File: config.mk
export PLATFORM = sky130hd
export DESIGN_NAME = axis_sum_collector_flat
export DESIGN_NICKNAME = d
export VERILOG_FILES = /design/src/rtl/axis_sum_pkg.sv /design/src/rtl/axis_sum_collector_if.sv /design/src/rtl/axis_sum_collector_sat_counter.sv /design/src/rtl/axis_sum_collector.sv /design/src/flat_wrapper.sv
export SDC_FILE = /design/constraint.sdc
export NUM_CORES = 1
export LEC_CHECK = 0
export BUFFER_PORTS_ARGS = -buffer_cell sky130_fd_sc_hd__buf_2
export CAP_MARGIN = 40
export CORE_MARGIN = 2
export CORE_UTILIZATION = 50
export CTS_BUF_LIST = sky130_fd_sc_hd__clkbuf_4
export DETAILED_ROUTE_END_ITERATION = 10
export GPL_ROUTABILITY_DRIVEN = 0
export GPL_TIMING_DRIVEN = 0
export PLACE_DENSITY = 0.81
export RECOVER_POWER = 100
export SLEW_MARGIN = 20
export SYNTH_ARGS = -nofsm -noshare
export SYNTH_HDL_FRONTEND = slang
export SYNTH_SLANG_ARGS = --single-unit
File: constraint.sdc
create_clock -name ACLK -period 2.3 [get_ports ACLK]
set_input_delay 0 -clock ACLK [delete_from_list [all_inputs] [get_ports ACLK]]
set_output_delay 0 -clock ACLK [all_outputs]
set_load 0.01 [all_outputs]
File: src/rtl/axis_sum_pkg.sv
// Shared types and constants for the packet-sum collector.
package axis_sum_pkg;

  // Collector state: assemble bytes, present the word, or discard an over-long tail.
  typedef enum logic [1:0] {
    COLLECT = 2'd0,
    HOLD    = 2'd1,
    DRAIN   = 2'd2
  } state_t;

  localparam int BYTES_PER_WORD_DEF = 4;
  localparam int SUM_W              = 32;

endpackage

File: src/rtl/axis_sum_collector_if.sv
// Byte-stream input and word-stream output of the collector, bundled as one interface.
interface axis_sum_collector_if;
  import axis_sum_pkg::*;

  logic [7:0]       TDATA_in;
  logic             TLAST_in;
  logic             TVALID_in;
  logic             TREADY_out;
  logic [SUM_W-1:0] WDATA_out;
  logic             WERR_out;
  logic             WVALID_out;
  logic             WREADY_in;

  // Collector side: consumes bytes, produces words.
  modport slave (
    input  TDATA_in, TLAST_in, TVALID_in, WREADY_in,
    output TREADY_out, WDATA_out, WERR_out, WVALID_out
  );

  // Environment side: produces bytes, consumes words.
  modport master (
    output TDATA_in, TLAST_in, TVALID_in, WREADY_in,
    input  TREADY_out, WDATA_out, WERR_out, WVALID_out
  );
endinterface

File: src/rtl/axis_sum_collector_sat_counter.sv
// Saturating up-counter with asynchronous clear; sticks at all-ones.
module sat_counter #(
  parameter int W = 16
) (
  input  logic         clk,
  input  logic         rst,
  input  logic         en,
  output logic [W-1:0] count
);

  // Count enabled events, holding at the maximum instead of wrapping.
  always_ff @(posedge clk or posedge rst) begin
    if (rst) begin
      count <= '0;
    end else if (en && (count != {W{1'b1}})) begin
      count <= count + 1'b1;
    end
  end

endmodule

File: src/rtl/axis_sum_collector.sv
// Collects big-endian byte frames into one word, flags framing errors,
// and keeps saturating frame/error counters.
module axis_sum_collector
  import axis_sum_pkg::*;
#(
  parameter int BYTES_PER_WORD = BYTES_PER_WORD_DEF,
  parameter int CNT_W          = 16
) (
  input  logic                  ACLK,
  input  logic                  ARESET,
  axis_sum_collector_if.slave   bus,
  output logic [CNT_W-1:0]      frame_count,
  output logic [CNT_W-1:0]      err_count
);

  localparam int IDX_W = (BYTES_PER_WORD > 1) ? $clog2(BYTES_PER_WORD) : 1;
  localparam logic [IDX_W-1:0] LAST_IDX = IDX_W'(BYTES_PER_WORD - 1);

  state_t           state;
  logic [IDX_W-1:0] idx;
  logic [SUM_W-1:0] word;
  logic             err;
  logic             drain;
  logic             ready_en;

  logic             accept;
  logic             xfer;
  logic             err_xfer;

  assign bus.TREADY_out = ready_en & (state != HOLD);
  assign bus.WVALID_out = (state == HOLD);
  assign bus.WDATA_out  = word;
  assign bus.WERR_out   = err;

  assign accept   = bus.TVALID_in & bus.TREADY_out;
  assign xfer     = bus.WVALID_out & bus.WREADY_in;
  assign err_xfer = xfer & err;

  // Frame assembly FSM; ready_en keeps the input closed for one cycle after reset.
  always_ff @(posedge ACLK or posedge ARESET) begin
    if (ARESET) begin
      state    <= COLLECT;
      idx      <= '0;
      word     <= '0;
      err      <= 1'b0;
      drain    <= 1'b0;
      ready_en <= 1'b0;
    end else begin
      ready_en <= 1'b1;
      case (state)
        COLLECT: begin
          if (accept) begin
            word <= {word[SUM_W-9:0], bus.TDATA_in};
            idx  <= idx + 1'b1;
            if (bus.TLAST_in) begin
              // Short frames leave the word right-aligned with zero upper bytes.
              state <= HOLD;
              err   <= (idx != LAST_IDX);
              drain <= 1'b0;
            end else if (idx == LAST_IDX) begin
              // Over-long frame: present what we have, then swallow the tail.
              state <= HOLD;
              err   <= 1'b1;
              drain <= 1'b1;
            end
          end
        end
        HOLD: begin
          if (xfer) begin
            state <= drain ? DRAIN : COLLECT;
            word  <= '0;
            idx   <= '0;
            err   <= 1'b0;
          end
        end
        DRAIN: begin
          if (accept && bus.TLAST_in) begin
            state <= COLLECT;
            idx   <= '0;
          end
        end
        default: begin
          state <= COLLECT;
        end
      endcase
    end
  end

  sat_counter #(.W(CNT_W)) u_frame_cnt (
    .clk   (ACLK),
    .rst   (ARESET),
    .en    (xfer),
    .count (frame_count)
  );

  sat_counter #(.W(CNT_W)) u_err_cnt (
    .clk   (ACLK),
    .rst   (ARESET),
    .en    (err_xfer),
    .count (err_count)
  );

endmodule

File: src/flat_wrapper.sv
// flat-port wrapper written by rule: the top's interface ports become plain ports
module axis_sum_collector_flat import axis_sum_pkg::*;
#(
  parameter int BYTES_PER_WORD = BYTES_PER_WORD_DEF,
  parameter int CNT_W          = 16
)
  (ACLK, ARESET, frame_count, err_count, bus_TDATA_in, bus_TLAST_in, bus_TVALID_in, bus_WREADY_in, bus_TREADY_out, bus_WDATA_out, bus_WERR_out, bus_WVALID_out);
  axis_sum_collector_if bus_i ();
  input  logic ACLK;
  input  logic ARESET;
  output logic [CNT_W-1:0] frame_count;
  output logic [CNT_W-1:0] err_count;
  input wire logic [$bits(bus_i.TDATA_in)-1:0] bus_TDATA_in;
  input wire logic [$bits(bus_i.TLAST_in)-1:0] bus_TLAST_in;
  input wire logic [$bits(bus_i.TVALID_in)-1:0] bus_TVALID_in;
  input wire logic [$bits(bus_i.WREADY_in)-1:0] bus_WREADY_in;
  output wire logic [$bits(bus_i.TREADY_out)-1:0] bus_TREADY_out;
  output wire logic [$bits(bus_i.WDATA_out)-1:0] bus_WDATA_out;
  output wire logic [$bits(bus_i.WERR_out)-1:0] bus_WERR_out;
  output wire logic [$bits(bus_i.WVALID_out)-1:0] bus_WVALID_out;
  assign bus_i.TDATA_in = bus_TDATA_in;
  assign bus_i.TLAST_in = bus_TLAST_in;
  assign bus_i.TVALID_in = bus_TVALID_in;
  assign bus_i.WREADY_in = bus_WREADY_in;
  assign bus_TREADY_out = bus_i.TREADY_out;
  assign bus_WDATA_out = bus_i.WDATA_out;
  assign bus_WERR_out = bus_i.WERR_out;
  assign bus_WVALID_out = bus_i.WVALID_out;
  axis_sum_collector #(.BYTES_PER_WORD(BYTES_PER_WORD), .CNT_W(CNT_W)) u_core (.ACLK(ACLK), .ARESET(ARESET), .bus(bus_i), .frame_count(frame_count), .err_count(err_count));
endmodule
==> results.json <==
{
  "antenna_cells": 0,
  "fp.dieW_um": 84.1,
  "synth.most_common_cell": "dfrtp_1",
  "critPathTopFamily": "simple AND/OR/NAND/NOR gates",
  "syn_area_um2": 3210,
  "skew_ns": 0.0147,
  "drv_slew": 0,
  "hpwl_um": 5040,
  "maxCapViolCount": 0,
  "hp-class": "in -> reg",
  "synth_common_cells": "dfrtp_1, a22o_1, xor2_1",
  "drc": 0,
  "power_density_nw_per_um2": 1010,
  "grt_pass1_wl_um": 11700,
  "rows": 29,
  "finalCritPeriodShare_pct": 94.2,
  "end_kind": "register",
  "cts-root-buf": "clkbuf_4",
  "netlist_instances": 261,
  "drive_above_1_share_pct": 13.9,
  "cts_buffers": 9,
  "synthTopCellsByArea": "dfrtp_1, a22o_1, xor2_1",
  "r2r_cells": 7,
  "wl_per_cell_um": 16.2,
  "first_pass_iters": 4,
  "ys_seq_area_share_pct": 55.4,
  "synth-edff-count": 0,
  "critical_path_arrival_ns": 2.47,
  "cts_setup_buffers": 0,
  "critPathLaunchType": "register",
  "cp.depth": 7,
  "antenna_found_initial": 0,
  "cts_tree": "yes",
  "dr.first_iter.drc_count": 117,
  "fin_crit_ns": 2.17,
  "worst_pin_slew_ns": 1.43,
  "ctsResizeCount": 0,
  "ant_nets": 0,
  "portBuffers": 79,
  "grt_overflow": 0,
  "rsz0062_at_grt": "no",
  "power_mw": 3.89,
  "wl_um": 7200,
  "cpPeakStageDelay_ns": 0.44,
  "synth_cell_type_count": 44,
  "crit_fanout": 10,
  "finalHoldViolCount": 0,
  "post-route-util_pct": 61.4,
  "ir_drop_mv": 0.532,
  "syn_avg_cell_area_um2": 12.3,
  "rr_endpoint": "u_core.u_frame_cnt.count[15]$_DFFE_PP0P_",
  "viasPerCell": 5.59,
  "grt_max_degree": 61,
  "htree_levels": 3,
  "core_um2": 6280,
  "r2r-start": "u_core.state[1]$_DFFE_PP0P_",
  "hold_depth": 3,
  "hp-start": "bus_WREADY_in",
  "leakagePower_nw": 1.87,
  "grt_pass1_vias": 2416,
  "syn_to_final_growth_pct": 20.1,
  "crit_slowest_cell": "dfrtp_1",
  "critPathBufInv": 2,
  "nets": 382,
  "synth_fp_nets": 281,
  "cts.reportedPaths.clkPinSlew_ns": 0.12,
  "slew_headroom_pct": 4.60,
  "die_h_um": 84.1,
  "dieArea_um2": 7070,
  "async_flop_share_pct": 100,
  "initial_core_util_pct": 51.1,
  "ys_ff_latch": 71,
  "top_level_ports": 80,
  "synth_ff_type": "dfrtp_1",
  "grt_usage_pct": 20.8,
  "finalSetupViolations": 0,
  "cts_sinks": 71,
  "ys_warn_count": 0,
  "cp_cell_sequence": "inv_1 > ha_1 > buf_4 > and2_2 > nand4_4 > nor4_1 > mux2_2",
  "n_fill_cell": 565,
  "synth_top_cell_area_share_pct": 55.4,
  "status": "completed",
  "clock_latency_ns": 0.41,
  "synth_top_area_cell": "dfrtp_1",
  "cts_buffer_depth": 2,
  "rrSetupSlack_ns": 0.13,
  "holdPathEnd": "u_core.state[1]$_DFFE_PP0P_",
  "setup_tns_ns": 0,
  "num_vias": 2482,
  "holdBufCountCts": 10,
  "cp.required_ns": 2.60,
  "max_freq_ghz": 0.462,
  "critical_path_class": "reg -> reg"
}
==> cell usage in the layout, fill, tap and decap left out, types with 2 or more instances in the layout <==
| cell | netlist | final |
|---|---|---|
| nand3_1 | 11 | 11 |
| nor2b_1 | 3 | 3 |
| ha_1 | 7 | 7 |
| nand2_1 | 12 | 12 |
| and4_1 | 3 | 4 |
| dlygate4sd3_1 | 0 | 10 |
| nand4_2 | 4 | 4 |
| nor4_4 | 2 | 2 |
| nor3b_1 | 1 | 2 |
| nor3_1 | 10 | 10 |
| a311oi_1 | 2 | 2 |
| clkinv_4 | 0 | 2 |
| inv_1 | 6 | 5 |
| clkbuf_2 | 0 | 4 |
| clkbuf_4 | 0 | 9 |
| nor4_1 | 7 | 7 |
| mux2_2 | 7 | 7 |
| o21ai_0 | 6 | 6 |
| nor4b_1 | 4 | 4 |
| buf_2 | 4 | 12 |
| nand4b_1 | 2 | 2 |
| nor2_1 | 9 | 9 |
| a22o_1 | 32 | 32 |
| dfrtp_1 | 71 | 71 |
| xnor2_1 | 4 | 4 |
| xor2_1 | 23 | 23 |
| nand4_1 | 3 | 3 |
| and3_1 | 2 | 2 |
| a21oi_1 | 6 | 6 |
| clkbuf_1 | 2 | 71 |
==> logic make-up (layout without fill, tap and decap cells) <==
| group | Yosys count | count (layout) | share of synthesized area (%) |
|---|---|---|---|
| and+or+nand+nor | 82 | 82 | 17.1 |
| DFF | 71 | 71 | 55.4 |
| AOI/OAI and AO/OA | 51 | 51 | 12.4 |
| xor gates and xnor gates | 27 | 27 | 7.38 |
| buffers and inverters | 14 | 120 | 1.91 |
| muxes | 8 | 8 | 2.93 |
| adders and majority gates | 7 | 7 | 2.73 |
| other | 1 | 1 | 0.117 |
==> flip-flops by register name, summed over array words and instances, names as in the netlist <==
signal	count
u_core.drain	1
u_core.state	2
u_core.u_err_cnt.count	16
u_core.ready_en	1
u_core.u_frame_cnt.count	16
u_core.bus.WDATA_out	32
u_core.bus.WERR_out	1
u_core.idx	2
==> worst register-to-register path: stages (launching register included) <==
cell and delay [ns]:
dfrtp_1 0.44, inv_1 0.13, ha_1 0.22, buf_4 0.17
and2_2 0.21, nand4_4 0.16, nor4_1 0.36, mux2_2 0.38
==> area by class of cell <==
| class | count | area (µm²) | area share (%) |
|---|---|---|---|
| Buffer | 8 | 38.8 | 1.01 |
| Clock buffer | 9 | 67.6 | 1.75 |
| Clock inverter | 7 | 72.6 | 1.88 |
| Inverter | 6 | 23.8 | 0.617 |
| Multi-Input combinational cell | 176 | 1360 | 35.3 |
| Sequential cell | 71 | 1780 | 46.1 |
| Tap cell | 77 | 96.3 | 2.50 |
| Timing Repair Buffer | 90 | 415 | 10.8 |
==> per-stage QoR <==
| stage | hold WS, ns | instance area (µm²) | setup WS, ns | instances |
|---|---|---|---|---|
| global placement | 0.224 | 3700 | -0.284 | 417 |
| CTS | 0.00741 | 3970 | 0.148 | 444 |
| detailed placement | -0.0729 | 3730 | 0.200 | 418 |
| floorplan | 0.0857 | 3210 | 0.304 | 261 |
| finish | 0.0910 | 3850 | 0.133 | 444 |
| global route | 0.0749 | 3850 | 0.0152 | 444 |
==> power breakdown <==
group          internal, mW  total (mW)  switching (mW)
sequential             1.51        1.82           0.306
combinational         0.543        1.28           0.736
clock                 0.333       0.796           0.463
==> layer usage <==
metal  up-vias  GRT usage (%)  wire length [µm]
met5         -              0                 0
met4         0           9.38               166
met1      1225           28.0              3260
met3        15           3.96               308
li1       1182              -                 -
met2        60           32.8              3470
==> worst max-delay path by stage <==
stage | startpoint | to | slack (ns)
after detailed placement | u_core.state[1]$_DFFE_PP0P_ | u_core.u_frame_cnt.count[15]$_DFFE_PP0P_ | 0.20
after CTS | u_core.state[1]$_DFFE_PP0P_ | u_core.u_frame_cnt.count[15]$_DFFE_PP0P_ | 0.15
after global placement | ARESET | u_core.u_err_cnt.count[7]$_DFFE_PP0P_ | -0.28
after floorplan | u_core.state[1]$_DFFE_PP0P_ | u_core.idx[0]$_DFFE_PP0P_ | 0.30
final | u_core.state[1]$_DFFE_PP0P_ | u_core.u_frame_cnt.count[15]$_DFFE_PP0P_ | 0.13
after global routing | u_core.state[1]$_DFFE_PP0P_ | u_core.u_frame_cnt.count[15]$_DFFE_PP0P_ | 0.02
No activity file was read; power rests on OpenSTA's default activity.
